==> config.mk <==
export PLATFORM = sky130hd
export DESIGN_NAME = instruction_sequencer
export DESIGN_NICKNAME = d
export VERILOG_FILES = /design/src/rtl/instruction_sequencer.sv
export SDC_FILE = /design/constraint.sdc
export NUM_CORES = 1
export LEC_CHECK = 0
export CAP_MARGIN = 25
export CORE_UTILIZATION = 60
export CTS_CLUSTER_DIAMETER = 120
export DETAILED_ROUTE_END_ITERATION = 8
export PLACE_DENSITY = 0.79
export SKIP_LAST_GASP = 1
export SLEW_MARGIN = 20
export SYNTH_ARGS = -nofsm -noshare
export SYNTH_HDL_FRONTEND = slang
export SYNTH_SLANG_ARGS = --single-unit
==> constraint.sdc <==
create_clock -name clk -period 2.65 [get_ports clk]
set_input_delay 0.53 -clock clk [delete_from_list [all_inputs] [get_ports clk]]
set_output_delay 0.53 -clock clk [all_outputs]
set_load 0.01 [all_outputs]
==> src/rtl/instruction_sequencer.sv <==
// -----------------------------------------------------------------------------
// instruction_sequencer
//
// Program sequencer for the TPU datapath. A small loadable program memory is
// stepped through a FETCH/EXECUTE machine that drives the control strobes used
// by weight memory, the unified buffer, input setup and the MMU.
//
// Optional feature (compile-time macro SEQ_LOOP_EN):
//   When defined, opcode 3'b110 is LOOP (target = ir[7:0], repeat = ir[12:8]),
//   giving one level of hardware looping. When undefined, 3'b110 traps to ERROR.
//
// Ports:
//   clk           in   clock, all state on rising edge
//   reset         in   asynchronous active-low reset
//   start         in   start program at pc 0 (only while not busy)
//   stall         in   hold in FETCH while high
//   imem_we       in   program write enable (dropped while busy)
//   imem_waddr    in   program write address
//   imem_wdata    in   program write data
//   base_address  out  last LOAD_ADDR operand
//   load_weight   out  one-cycle strobe
//   load_input    out  one-cycle strobe
//   store         out  one-cycle strobe
//   valid         out  high during every COMPUTE cycle
//   busy          out  program running
//   done          out  program ended via HALT or end of memory
//   error         out  illegal opcode trapped
//   pc            out  current program counter
// -----------------------------------------------------------------------------
module instruction_sequencer #(
    parameter int IMEM_DEPTH     = 16,
    parameter int INSTR_W        = 16,
    parameter int ADDR_W         = 13,
    parameter int COMPUTE_CYCLES = 6
) (
    input  logic                          clk,
    input  logic                          reset,
    input  logic                          start,
    input  logic                          stall,
    input  logic                          imem_we,
    input  logic [$clog2(IMEM_DEPTH)-1:0] imem_waddr,
    input  logic [INSTR_W-1:0]            imem_wdata,
    output logic [ADDR_W-1:0]             base_address,
    output logic                          load_weight,
    output logic                          load_input,
    output logic                          store,
    output logic                          valid,
    output logic                          busy,
    output logic                          done,
    output logic                          error,
    output logic [$clog2(IMEM_DEPTH)-1:0] pc
);

    localparam int PC_W  = $clog2(IMEM_DEPTH);
    localparam int CNT_W = (COMPUTE_CYCLES > 1) ? $clog2(COMPUTE_CYCLES) : 1;

    localparam logic [PC_W-1:0]  PC_LAST  = PC_W'(IMEM_DEPTH - 1);
    localparam logic [CNT_W-1:0] CNT_LAST = CNT_W'(COMPUTE_CYCLES - 1);

    localparam logic [2:0] OP_HALT        = 3'b000;
    localparam logic [2:0] OP_LOAD_ADDR   = 3'b001;
    localparam logic [2:0] OP_LOAD_WEIGHT = 3'b010;
    localparam logic [2:0] OP_LOAD_INPUT  = 3'b011;
    localparam logic [2:0] OP_COMPUTE     = 3'b100;
    localparam logic [2:0] OP_STORE       = 3'b101;
`ifdef SEQ_LOOP_EN
    localparam logic [2:0] OP_LOOP        = 3'b110;
`endif

    typedef enum logic [2:0] {
        S_IDLE,
        S_FETCH,
        S_EXECUTE,
        S_COMPUTE,
        S_DONE,
        S_ERROR
    } state_t;

    state_t               state_q, state_d;
    logic [PC_W-1:0]      pc_q, pc_d;
    logic [INSTR_W-1:0]   ir_q, ir_d;
    logic [ADDR_W-1:0]    base_q, base_d;
    logic [CNT_W-1:0]     cnt_q, cnt_d;
    logic                 lw_q, lw_d;
    logic                 li_q, li_d;
    logic                 st_q, st_d;
    logic                 valid_q, busy_q, done_q, error_q;
    logic                 advance;
    logic [2:0]           opcode;

`ifdef SEQ_LOOP_EN
    logic [4:0]           loop_cnt_q, loop_cnt_d;
    logic                 loop_active_q, loop_active_d;
    logic [4:0]           loop_r;
    logic [PC_W-1:0]      loop_tgt;
`endif

    // Program memory: no reset, contents survive reset.
    logic [INSTR_W-1:0]   imem_q [IMEM_DEPTH];

    // Writes are dropped while a program runs so the code under execution
    // can never change underneath the fetch.
    always_ff @(posedge clk) begin
        if (imem_we && !busy_q) begin
            imem_q[imem_waddr] <= imem_wdata;
        end
    end

    assign opcode = ir_q[INSTR_W-1 -: 3];

`ifdef SEQ_LOOP_EN
    assign loop_r   = ir_q[12:8];
    assign loop_tgt = PC_W'(ir_q[7:0]);
`endif

    always_comb begin
        state_d = state_q;
        pc_d    = pc_q;
        ir_d    = ir_q;
        base_d  = base_q;
        cnt_d   = cnt_q;
        lw_d    = 1'b0;
        li_d    = 1'b0;
        st_d    = 1'b0;
        advance = 1'b0;
`ifdef SEQ_LOOP_EN
        loop_cnt_d    = loop_cnt_q;
        loop_active_d = loop_active_q;
`endif

        unique case (state_q)
            S_IDLE, S_DONE, S_ERROR: begin
                if (start) begin
                    state_d = S_FETCH;
                    pc_d    = '0;
                    cnt_d   = '0;
`ifdef SEQ_LOOP_EN
                    loop_cnt_d    = '0;
                    loop_active_d = 1'b0;
`endif
                end
            end

            S_FETCH: begin
                if (!stall) begin
                    ir_d    = imem_q[pc_q];
                    state_d = S_EXECUTE;
                end
            end

            S_EXECUTE: begin
                unique case (opcode)
                    OP_HALT: begin
                        state_d = S_DONE;
                    end
                    OP_LOAD_ADDR: begin
                        base_d  = ir_q[ADDR_W-1:0];
                        advance = 1'b1;
                    end
                    OP_LOAD_WEIGHT: begin
                        lw_d    = 1'b1;
                        advance = 1'b1;
                    end
                    OP_LOAD_INPUT: begin
                        li_d    = 1'b1;
                        advance = 1'b1;
                    end
                    OP_STORE: begin
                        st_d    = 1'b1;
                        advance = 1'b1;
                    end
                    OP_COMPUTE: begin
                        state_d = S_COMPUTE;
                        cnt_d   = '0;
                    end
`ifdef SEQ_LOOP_EN
                    OP_LOOP: begin
                        if (!loop_active_q) begin
                            // A zero repeat count never arms the loop.
                            if (loop_r == 5'd0) begin
                                advance = 1'b1;
                            end else begin
                                loop_cnt_d    = loop_r;
                                loop_active_d = 1'b1;
                                pc_d          = loop_tgt;
                                state_d       = S_FETCH;
                            end
                        end else if (loop_cnt_q > 5'd1) begin
                            loop_cnt_d = loop_cnt_q - 5'd1;
                            pc_d       = loop_tgt;
                            state_d    = S_FETCH;
                        end else begin
                            loop_active_d = 1'b0;
                            advance       = 1'b1;
                        end
                    end
`endif
                    default: begin
                        state_d = S_ERROR;
                    end
                endcase
            end

            S_COMPUTE: begin
                // stall is deliberately not looked at: the valid burst is atomic.
                if (cnt_q == CNT_LAST) begin
                    advance = 1'b1;
                end else begin
                    cnt_d = cnt_q + CNT_W'(1);
                end
            end

            default: begin
                state_d = S_IDLE;
            end
        endcase

        // Completing the last memory slot ends the program instead of wrapping.
        if (advance) begin
            if (pc_q == PC_LAST) begin
                state_d = S_DONE;
            end else begin
                pc_d    = pc_q + PC_W'(1);
                state_d = S_FETCH;
            end
        end
    end

    always_ff @(posedge clk or negedge reset) begin
        if (!reset) begin
            state_q <= S_IDLE;
            pc_q    <= '0;
            ir_q    <= '0;
            base_q  <= '0;
            cnt_q   <= '0;
            lw_q    <= 1'b0;
            li_q    <= 1'b0;
            st_q    <= 1'b0;
            valid_q <= 1'b0;
            busy_q  <= 1'b0;
            done_q  <= 1'b0;
            error_q <= 1'b0;
        end else begin
            state_q <= state_d;
            pc_q    <= pc_d;
            ir_q    <= ir_d;
            base_q  <= base_d;
            cnt_q   <= cnt_d;
            lw_q    <= lw_d;
            li_q    <= li_d;
            st_q    <= st_d;
            // Status flags are registered decodes of the next state.
            valid_q <= (state_d == S_COMPUTE);
            busy_q  <= (state_d == S_FETCH) || (state_d == S_EXECUTE) ||
                       (state_d == S_COMPUTE);
            done_q  <= (state_d == S_DONE);
            error_q <= (state_d == S_ERROR);
        end
    end

`ifdef SEQ_LOOP_EN
    always_ff @(posedge clk or negedge reset) begin
        if (!reset) begin
            loop_cnt_q    <= '0;
            loop_active_q <= 1'b0;
        end else begin
            loop_cnt_q    <= loop_cnt_d;
            loop_active_q <= loop_active_d;
        end
    end
`endif

    assign base_address = base_q;
    assign load_weight  = lw_q;
    assign load_input   = li_q;
    assign store        = st_q;
    assign valid        = valid_q;
    assign busy         = busy_q;
    assign done         = done_q;
    assign error        = error_q;
    assign pc           = pc_q;

endmodule

==> metrics.md <==
| Metric | Value |
|---|---|
| CP max FO | `24` |
| Clock sink count | `302` |
| Sw frac | `25.82%` |
| Placed cells | `911` |
| CTS H-tree depth | `1` |
| Area fraction of the dominant cell type after synthesis | `64.97%` |
| Initial Util | `62.21%` |
| Seq cells post-synth | `302` |
| Most common cell after layout, fill and taps aside | `edfxtp_1` |
| Cell internal pwr | `9.477 mW` |
| 1st-pass router iterations | `5` |
| LEAKAGE | `4.603 nW` |
| MaxCap Viol Count | `0` |
| Hold Fails Final Rpt | `0` |
| Vias in the first global route | `6141` |
| Largest net degree at the start of global routing | `42` |
| Fin cells | `964` |
| Via count | `6072` |
| Max-slew violations | `0` |
| Clk pwr share | `34.0%` |
| Fraction of final layout cells sized beyond drive strength 1 | `24.86%` |
| Setup Fix Bufs, Post-CTS | `0` |
| Total Wirelength | `24650 um` |
| Final worst path period share | `93.60%` |
| Status | `finished, final reports clean` |
| Fillers | `1098` |
| Synth unique cells | `47` |
| Reg-to-reg slack, setup | `0.41 ns` |
| Pwr dens | `925.1 mW/mm^2` |
| Post-synth EDFFs | `256` |
| Post-synth top flop | `edfxtp_1` |
| DP HPWL | `14380 um` |
| Clock Pin Slew Worst Setup and Hold Paths | `0.06 ns` |
| Antenna cells | `0` |
| Initial DRC Count | `580` |
| Worst skew pair latency | `0.55 ns` |
| WP buf/inv | `1` |
| Wire per inst | `25.57 um` |
| Synth Net Count | `630` |
| Min Tclk post-route | `2.480 ns` |
| R2r endpoint | `ir_q[9]$_DFFE_PN0P_` |
| Clock Path Buffers | `3` |
| RSZ-0062 raised after global routing | `no` |
| Largest stage delay, worst path | `0.76 ns` |
| Ys async rst share | `15.23%` |
| # rows | `50` |
| P&R area growth vs syn | `16.74%` |
| Mapped Cells | `602` |
| PostCTS Resize Cnt | `0` |
| DRT antenna net count | `0` |
| Worst Reg-to-Reg Cells | `6` |
| Final setup violation count | `0` |
| Seq/Total Area, Yosys | `74.70%` |
| Cell Area, Synth | `0.01183 mm^2` |
| CP Data Arrival Time | `1.95 ns` |
| IO Pins | `49` |
| Drt via density | `6.299` |
| CTS tree | `done` |
| Initial antenna violation count | `0` |
| Synth area leader | `edfxtp_1` |
| Die Span Y | `142.4 um` |
| Total core area | `0.01902 mm^2` |
| Largest cells by area after synthesis | `edfxtp_1 65%, mux4_2 10%, dfrtp_1 9.7%` |
| CTS root buf | `clkbuf_16` |
| Syn Area/Cell | `19.65 um^2` |
| GRT Util Overall | `25.62%` |
| Sequential share of power | `46.0%` |
| Peak Freq | `403.1 MHz` |
| Clk_skew | `0.02187 ns` |
| Commonest non-fill, non-tap cells in the layout | `256 x edfxtp_1, 53 x mux4_2, 47 x clkdlybuf4s50_1, 43 x dfrtp_1, 31 x buf_4` |
| Worst IR Drop VDD | `0.5335 mV` |
| Worst-Margin Slew | `0.7709 ns` |
| Worst Hold Class | `input port to asynchronous set/reset pin` |
| GPL Wtd Cong | `0.8781` |
| WS Path Type | `register to primary output` |
| CP cell instances | `clkdlybuf4s50_1` |
| Chip Width | `142.4 um` |
| P_sw | `3.299 mW` |
| CP max-delay cell | `dfrtp_2` |
| CP Data Required Time | `2.12 ns` |
| CP startpoint kind | `register` |
| Number of remaining DRC errors | `0` |
| GRT Residual Overflow | `0` |
| YS warnings | `0` |
| Worst r2r src | `pc[1]$_DFF_PN0_` |
| Endpoint class of the critical path | `primary output` |
| Gate power share | `19.9%` |
| Global-route wire length before repair | `37320 um` |
| Num CTS Buffers | `29` |
| Fin nets | `711` |
| Setup TNS | `0 ns` |
| Die Area | `0.02028 mm^2` |
| Cell family with the largest share of critical-path delay | `flip-flops` |
| PortBufs | `48` |
| Max-slew headroom | `48.60%` |
| Total power | `12.78 mW` |
-- synth_stat cells (2+ instances only) --
cell type    n
edfxtp_1   256
mux4_2      53
dfrtp_1     46
mux2i_1     28
nor2_1      24
nand2_1     23
a22oi_1     22
mux2_2      21
buf_2       13
clkbuf_1    13
o211ai_1    13
mux2_4      10
nor3_1      10
a221o_1      6
nand2b_1     5
and2_1       4
buf_4        4
inv_1        4
nand3_1      4
o21ai_0      4
a21oi_1      3
ha_1         3
nor2b_1      3
or3_1        3
buf_1        2
nor3b_1      2
nor4_1       2
o22ai_1      2
-- logic make-up (layout without fill, tap and decap cells) --
group,Yosys count,in the layout,share of synthesized area (%)
fa+ha+maj,3,3,0.3173
simple gates,88,88,3.649
mux,112,112,15.73
buf+inv,38,140,1.671
flops,302,302,74.70
xor+xnor,2,2,0.1481
compound gates,57,57,3.786
-- layout make-up --
class,instances,area [um^2],share of cell area (%)
Timing Repair Buffer,84,798.3,5.780
Multi-Input combinational cell,262,2815,20.38
Inverter,4,15.01,0.1087
Clock buffer,31,733.2,5.308
Tap cell,260,325.3,2.355
Clock inverter,21,277.8,2.011
Sequential cell,302,8847,64.05
-- worst max path at each step --
stage | cells after the start | endpoint | from
floorplan | 3 | imem_q[0][0]$_DFFE_PP_ | imem_we
global placement | 7 | ir_q[14]$_DFFE_PN0P_ | stall
detailed placement | 5 | imem_q[0][11]$_DFFE_PP_ | imem_we
CTS | 1 | pc[2] | pc[2]$_DFF_PN0_
global route | 1 | pc[2] | pc[2]$_DFF_PN0_
finish | 1 | pc[2] | pc[2]$_DFF_PN0_
-- power groups by stage --
stage	Clock [mW]	Combinational (mW)	Sequential, mW
after floorplan	0	1.75	5.82
after global placement	0	2.44	5.95
after detailed placement	0	2.51	5.98
after CTS	4.39	2.55	5.88
after global routing	4.59	2.72	5.93
final	4.35	2.55	5.88
-- state kept, by name (all words and copies together) (netlist names) --
name,flops
cnt_q,3
busy,1
state_q,3
ir_q,16
load_weight,1
valid,1
done,1
base_address,13
imem_q,256
pc,4
error,1
load_input,1
store,1
-- stage by stage --
| stage | area [um^2] | hold slack, ns | util, % | setup WS (ns) |
|---|---|---|---|---|
| floorplan | 11830 | 0.2344 | - | 0.1398 |
| global placement | 12790 | 0.4095 | 67.26 | 0.4350 |
| detailed placement | 12790 | 0.4117 | 67.26 | 0.3826 |
| CTS | 13810 | 0.3574 | 72.63 | 0.1551 |
| global route | 13810 | 0.4039 | 72.63 | 0.07242 |
| finish | 13810 | 0.3702 | 72.63 | 0.1695 |
-- per-layer routing --
layer  up-vias  track usage (%)  share of wire (%)  wire length [um]
met2       326            40.14                 48             11800
met1      3095            36.92                 41             10060
met3        54            4.374                8.4              2075
met5         -                0                  0                 0
li1       2597                -                  -                 -
met4         0            9.055                2.9               708
-- timing repair --
action | in CTS | in global routing
endpoints found under the hold margin | 9 | 0
endpoints found under the setup margin | 0 | 0
hold buffers | 1 | 0
(Power assumes the default switching activity.)
